===== src/rtl/seq_detect_param.sv =====
// Parametrised serial bit-sequence detector with runtime pattern reload,
// input qualification, overlap mode and a saturating match counter.
//
// Ports:
//   clk       clock, all state on posedge
//   rst       asynchronous active-low reset
//   i         serial data bit (MSB of pattern arrives first)
//   in_valid  qualifies i
//   overlap   1 = overlapping matches, 0 = non-overlapping
//   pat_load  load pat_in as the new pattern (clears history)
//   pat_in    new pattern
//   cnt_clr   synchronous clear of match_cnt
//   out       registered one-cycle match pulse
//   armed     history holds LEN-1 valid bits
//   match_cnt saturating match count
module seq_detect_param #(
  parameter int             LEN     = 4,
  parameter logic [LEN-1:0] PATTERN = 4'b1011,
  parameter int             CNT_W   = 8
) (
  input  logic             clk,
  input  logic             rst,
  input  logic             i,
  input  logic             in_valid,
  input  logic             overlap,
  input  logic             pat_load,
  input  logic [LEN-1:0]   pat_in,
  input  logic             cnt_clr,
  output logic             out,
  output logic             armed,
  output logic [CNT_W-1:0] match_cnt
);

  localparam int FW = $clog2(LEN);
  localparam logic [FW-1:0] FULL = FW'(LEN - 1);
  localparam logic [CNT_W-1:0] CMAX = '1;

  typedef enum logic [1:0] {
    EMPTY,
    FILLING,
    ARMED
  } state_t;

  logic [LEN-1:0]   pat_reg, pat_nx;
  logic [LEN-2:0]   hist, hist_nx;
  logic [FW-1:0]    fill, fill_nx;
  logic             out_nx;
  logic [CNT_W-1:0] cnt_nx;

  state_t         state;
  logic           acc;
  logic           hit;
  logic [LEN-1:0] win;

  always_comb begin
    state = FILLING;
    unique case (1'b1)
      (fill == '0):  state = EMPTY;
      (fill == FULL): state = ARMED;
      default:       state = FILLING;
    endcase
  end

  assign armed = (state == ARMED);
  assign acc   = in_valid & ~pat_load;
  // Window = stored history plus the bit arriving this cycle.
  assign win   = {hist, i};
  assign hit   = armed & acc & (win == pat_reg);

  always_comb begin
    pat_nx  = pat_reg;
    hist_nx = hist;
    fill_nx = fill;
    out_nx  = hit;
    cnt_nx  = match_cnt;
    if (pat_load) begin
      pat_nx  = pat_in;
      hist_nx = '0;
      fill_nx = '0;
    end else if (acc) begin
      if (hit && !overlap) begin
        hist_nx = '0;
        fill_nx = '0;
      end else begin
        hist_nx = win[LEN-2:0];
        if (fill != FULL) fill_nx = fill + FW'(1);
      end
    end
    // Clear takes priority over a same-cycle increment.
    if (cnt_clr)
      cnt_nx = '0;
    else if (hit && match_cnt != CMAX)
      cnt_nx = match_cnt + CNT_W'(1);
  end

  always_ff @(posedge clk or negedge rst) begin
    if (!rst) begin
      pat_reg   <= PATTERN;
      hist      <= '0;
      fill      <= '0;
      out       <= 1'b0;
      match_cnt <= '0;
    end else begin
      pat_reg   <= pat_nx;
      hist      <= hist_nx;
      fill      <= fill_nx;
      out       <= out_nx;
      match_cnt <= cnt_nx;
    end
  end

endmodule


===== config.mk =====
export PLATFORM = sky130hd
export DESIGN_NAME = seq_detect_param
export DESIGN_NICKNAME = d
export VERILOG_FILES = /design/src/rtl/seq_detect_param.sv
export SDC_FILE = /design/constraint.sdc
export NUM_CORES = 1
export LEC_CHECK = 0
export ABC_AREA = 1
export CAP_MARGIN = 30
export CORE_ASPECT_RATIO = 0.75
export CORE_UTILIZATION = 38
export DETAILED_ROUTE_END_ITERATION = 8
export PLACE_DENSITY = 0.73
export RECOVER_POWER = 25
export SLEW_MARGIN = 30
export SYNTH_ARGS = -nofsm -noshare
export SYNTH_HDL_FRONTEND = slang
export SYNTH_SLANG_ARGS = --single-unit

===== constraint.sdc =====
create_clock -name clk -period 1.5 [get_ports clk]
set_input_delay 0.3 -clock clk [delete_from_list [all_inputs] [get_ports clk]]
set_output_delay 0.3 -clock clk [all_outputs]
set_load 0.005 [all_outputs]

==> results.ini, run 1 <==
[drt]
dr.pass1.iters=4
drtIter0Drc=17
wl_per_cell_um=12.75
routed_wl_mm=2.549
via_per_inst=4.735
via_count=947
drc=0
ant_nets=0

[logic_synthesis]
async_flop_share_pct=100.0
synth_area_um2=999.7
syn_inst=121
synth_edf_count=0
synth_seq_cells=18
synth_flop_cell=dfrtp_1
synth.yosys.warnings=0
syn_nets=134
ys_seq_area_share_pct=45.43
avgSynthCellArea_um2=8.262
synthDistinctLibCells=19

[power]
p_leak_nw=0.8054
ir_drop_mv=0.3678
finalPower_w=0.001121
powerDensity_nw_per_um2=746.6

[finish]
n_fill_cell=199
final_cells=200
layout_common_cells=nand2_1, buf_4, nand3_1, dfrtp_1, clkdlybuf4s50_1
layout_commonest_cell=nand2_1
diodes=0
largest_reg_flops=8
nNetsFinal=180
drive_gt1_share_pct=29.52
area_delta_synth_final_pct=50.19

[global_routing]
grt_overflow_total=0
grt_pass1_wl_mm=3.753
grt_pass1_vias=802
grt_max_degree=19
antenna_found_initial=0
globalRouteTotalUtil_pct=18.93

[worst_setup_path]
slowest_stage=dfstp_2
critPathArrivalTime_ns=1.73
cp.required_ns=1.74
crit_chain=inv_2, nand2_1, nand2_1, nor2_2, and3_4, nand2_8, nand2_8, nand3_2, nand2_1
startpoint_type=register
setup.worst_path.class=reg2reg
slowest_delay_ns=0.55
cp-end-kind=register
cpMostUsedCell=nand2_1
critPathMaxFanout=8
reg2regPathDepth=9

[flow_run]
max-cap-violations=0

[timing]
maxSlewViolCount=0
slew_headroom_pct=37.98
worst_slew_pin_slew_ns=0.9303
hold_viol=0
clock_skew_ns=0.006935
post-route-period-util_pct=99.21
fin_crit_ns=1.488
rsz0062_at_grt=yes
fmax_mhz=672.0
setup_violations=0

[clock_tree]
cts_made_buffers=3
cts_root_buffer=clkbuf_4
ctsLongestPathBuffers=2
clk_pin_slew_ns=0.10
cts_tree=yes
cts-hold-fix-buffers=0
clk_latency_ns=0.30
clock_sinks=18
htree_levels=1

[die]
die_height_um=46.42
ioPinCount=21
dieArea_um2=2842
placementRows=15
die_w_um=61.23
core_area_um2=2384
initial_core_util_pct=41.94

[worst_hold_path]
min-delay-path-class=reg2reg
holdPathStages=2

[placement]
dp_hpwl_mm=1.657
placement.io_buffers=20
place_congestion=0.8077
place_inst=183

[outcome]
status=finished, final reports clean

==> final timing paths <==
path,slack (ns),start,endpoint
min reg2reg,0.50,pat_reg[0],pat_reg[0]
min,0.50,pat_reg[0],pat_reg[0]
max,0.01,pat_reg[1],match_cnt[6]
max reg2reg,0.01,pat_reg[1],match_cnt[6]
min in group asynchronous,0.64,rst,match_cnt[4]
max in group asynchronous,0.22,rst,match_cnt[2]
==> power breakdown <==
group          total, W  switching (W)  internal, W  leakage [nW]
logic          0.000279       0.000134     0.000145         0.554
registers      0.000544      0.0000205     0.000523         0.231
clock network  0.000299       0.000150     0.000148        0.0210
==> synthesized netlist by cell type, types with 2 or more instances <==
| master | number | area share (%) |
|---|---|---|
| nand3_1 | 15 | 7.5 |
| o21ai_0 | 5 | 2.5 |
| nand3_2 | 6 | 6.0 |
| nor2_1 | 10 | 3.8 |
| ha_1 | 2 | 2.5 |
| dfrtp_1 | 15 | 38 |
| inv_1 | 10 | 3.8 |
| xnor2_1 | 2 | 1.8 |
| dfstp_2 | 3 | 7.9 |
| nand2_1 | 40 | 15 |
| xor2_1 | 5 | 4.4 |
==> area by class of cell <==
type	instances	area (um2)	share of cell area, %
flip-flops and latches	18	456.7	30.42
clock buffers	4	36.28	2.417
well taps	34	42.54	2.833
repair buffers	41	372.9	24.83
inverters	11	41.29	2.750
multi-input cells	92	551.8	36.75
==> worst max-delay path, delay by kind of cell (launching register included) <==
kind	cells	cell delay (ns)
buffers and inverters	1	0.04
flip-flops	1	0.55
AND/OR/NAND/NOR	8	0.84
==> what timing repair did <==
item | 4_1_cts | 5_1_grt
setup buffers | 9 | 3
gates cloned | 0 | 1
setup endpoints to repair | 9 | 17
hold endpoints to repair | 0 | 0
pin swaps | 0 | 9
resized for setup | 7 | 16
==> per-stage QoR <==
step	worst slack [ns]	hold slack [ns]	utilization, %	setup TNS (ns)	instance area [um2]
6_report	0.01185	0.5002	62.99	0	1501
5_1_grt	-0.07337	0.5279	62.99	-0.3012	1501
4_1_cts	0.006157	0.3232	59.53	0	1419
3_5_place_dp	-0.2310	0.4834	55.17	-2.523	1315
3_3_place_gp	-0.1748	0.4823	55.17	-1.868	1315
2_1_floorplan	0.09697	0.004409	-	0	999.7
==> layer usage <==
metal | global-route usage, % | vias to the layer above | part of all wire (%)
li1 | - | 478 | -
met1 | 25.56 | 440 | 46
met2 | 28.48 | 25 | 48
met3 | 5.899 | 4 | 4.2
met4 | 6.818 | 0 | 1.6
met5 | 0 | - | 0
==> cell families (layout without fill, tap and decap cells) <==
| family | after synthesis | count (layout) | share of synthesized area [%] |
|---|---|---|---|
| XOR/XNOR | 7 | 7 | 6.133 |
| buffers and inverters | 12 | 56 | 4.881 |
| adder cells (fa/ha/maj) | 2 | 2 | 2.503 |
| AO/OA/AOI/OAI | 5 | 5 | 2.503 |
| flip-flops | 18 | 18 | 45.43 |
| AND/OR/NAND/NOR | 77 | 78 | 38.55 |
No activity file was read; power rests on OpenSTA's default activity.
==> run 2, diff against run 1 <==
--- a/config.mk
+++ b/config.mk
@@ -10,5 +10,5 @@
 export CORE_ASPECT_RATIO = 0.75
-export CORE_UTILIZATION = 38
+export CORE_UTILIZATION = 49
 export DETAILED_ROUTE_END_ITERATION = 8
-export PLACE_DENSITY = 0.73
+export PLACE_DENSITY = 0.88
 export RECOVER_POWER = 25
@@ -18 +18,2 @@
 export SYNTH_SLANG_ARGS = --single-unit
+export TNS_END_PERCENT = 30
--- a/constraint.sdc
+++ b/constraint.sdc
@@ -3,2 +3,2 @@
 set_output_delay 0.3 -clock clk [all_outputs]
-set_load 0.005 [all_outputs]
+set_load 0.02 [all_outputs]
==> run 2 against run 1 <==
The run now ends with negative setup slack left. Highest routed layer unchanged. Setup slack worse by 0.019 ns. Maximum frequency is 1.3% lower. Wire length is 7.2% higher. Total power is 7.0% lower. Utilization is 12 points higher.
==> results.ini, run 2 (synthesis gave the netlist of run 1 again) <==
[outcome]
status=finished with violations
failed_checks=negative setup slack

[flow_run]
max-cap-violations=0

[finish]
layout_common_cells=nand2_1, nand3_1, dfrtp_1, buf_4
largest_reg_flops=8
n_fill_cell=118
area_delta_synth_final_pct=37.42
nNetsFinal=171
layout_commonest_cell=nand2_1
diodes=0
drive_gt1_share_pct=27.39
final_cells=179

[clock_tree]
htree_levels=1
cts_root_buffer=clkbuf_4
cts_tree=yes
cts_made_buffers=3
clock_sinks=18
ctsLongestPathBuffers=2
clk_pin_slew_ns=0.11
clk_latency_ns=0.30

[worst_hold_path]
holdPathStages=2
worstHoldStart=fill[1]
min_to=fill[1]
min-delay-path-class=reg2reg

[power]
p_clk_share_pct=24.6
finalPower_w=0.001042
pwr-share-comb_pct=22.2
p_leak_nw=0.7105
powerDensity_nw_per_um2=758.8
p_int_w=0.0007307
swShare_pct=29.90
netSwitchingPower_w=0.0003117
ir_drop_mv=0.6378
p_seq_share_pct=53.2

[timing]
clock_skew_ns=0.01655
setup_violations=1
finalSetupTns_ns=-0.007623
rsz0062_at_grt=yes
maxSlewViolCount=0
slew_headroom_pct=34.26
fin_ws_ns=-0.007623
worst_slew_pin_slew_ns=0.9861
post-route-period-util_pct=100.5
fmax_mhz=663.3
fin_crit_ns=1.508
hold_viol=0

[global_routing]
grt_pass1_wl_mm=3.512
antenna_found_initial=0
globalRouteTotalUtil_pct=23.45
grt_max_degree=19
grt_pass1_vias=808
grt_overflow_total=0

[drt]
ant_nets=0
routed_wl_mm=2.733
drc=0
dr.pass1.iters=6
via_per_inst=5.559
via_count=995
drtIter0Drc=45
wl_per_cell_um=15.27

[worst_setup_path]
startpoint_type=register
crit_chain=inv_1, nand2_1, nand2_1, nor2_2, and3_4, nand2_8, nand2_8, nand3_2, nand2_1
critPathMaxFanout=8
rr_endpoint=match_cnt[6]
slowest_stage=dfstp_2
setup.worst_path.class=reg2reg
cp.required_ns=1.73
rrSetupSlack_ns=-0.008
cp-end-kind=register
cp_top_family=simple AND/OR/NAND/NOR gates
slowest_delay_ns=0.56
reg2regPathDepth=9
critPathArrivalTime_ns=1.74
cpMostUsedCell=nand2_1
r2r-start=pat_reg[0]
crit_buf_inv=1

[placement]
place_inst=172
dp_hpwl_mm=1.724
place_congestion=0.9000
placement.io_buffers=20

[die]
die_w_um=54.16
ioPinCount=21
core_area_um2=1822
dieArea_um2=2227
placementRows=13
initial_core_util_pct=54.88
die_height_um=41.12

## run 2: repair_timing
item / in CTS / in global routing
setup buffers: 0 / 2
cloned: 0 / 1
endpoints found under the setup margin: 17 / 14
resized for setup: 14 / 13
hold buffers: 0 / 0
pin swaps: 1 / 8
## run 2: power by group through the flow
| stage | logic [W] | clock network [W] | registers [W] |
|---|---|---|---|
| finish | 0.000232 | 0.000256 | 0.000554 |
| global route | 0.000255 | 0.000282 | 0.000558 |
| CTS | 0.000217 | 0.000259 | 0.000553 |
| detailed placement | 0.000224 | 0 | 0.000562 |
| global placement | 0.000217 | 0 | 0.000560 |
| floorplan | 0.000102 | 0 | 0.000570 |
## run 2: layout make-up
class	count	area, um2	area share, %
inverters	11	41.29	3.005
flip-flops and latches	18	459.2	33.42
repair buffers	32	282.8	20.58
well taps	22	27.53	2.004
clock buffers	4	26.28	1.913
multi-input cells	92	536.8	39.07
## run 2: through the flow
| step | hold slack, ns | utilization [%] | setup slack (ns) | instance area [um2] |
|---|---|---|---|---|
| detailed placement | 0.4786 | 71.91 | -0.2245 | 1310 |
| global placement | 0.4712 | 71.91 | -0.1477 | 1310 |
| global route | 0.5213 | 75.41 | -0.07107 | 1374 |
| floorplan | 0.004409 | - | 0.04799 | 1002 |
| CTS | 0.3140 | 72.73 | 0.005330 | 1325 |
| finish | 0.5014 | 75.41 | -0.007623 | 1374 |
## run 2: worst max path at each step
stage	startpoint	end	slack [ns]	depth (start not counted)
6_report	pat_reg[0]	match_cnt[6]	-0.008	9
5_1_grt	pat_reg[0]	match_cnt[1]	-0.07	9
4_1_cts	match_cnt[0]	match_cnt[7]	0.005	8
3_5_place_dp	i	match_cnt[2]	-0.22	10
3_3_place_gp	i	match_cnt[1]	-0.15	10
2_1_floorplan	match_cnt[0]	match_cnt[7]	0.05	8
## run 2: tightest hold or removal path, cell delays in order, from the launching register on
cell     delay (ns)
dfrtp_1        0.37
nand2_1        0.05
nand2_1        0.06
## run 2: layer usage
metal	share of wire, %	vias up	global-route usage, %
met5	0	-	0
met2	47	54	37.20
met1	41	463	28.57
met4	3.3	0	12.82
li1	-	459	-
met3	8.7	19	7.407
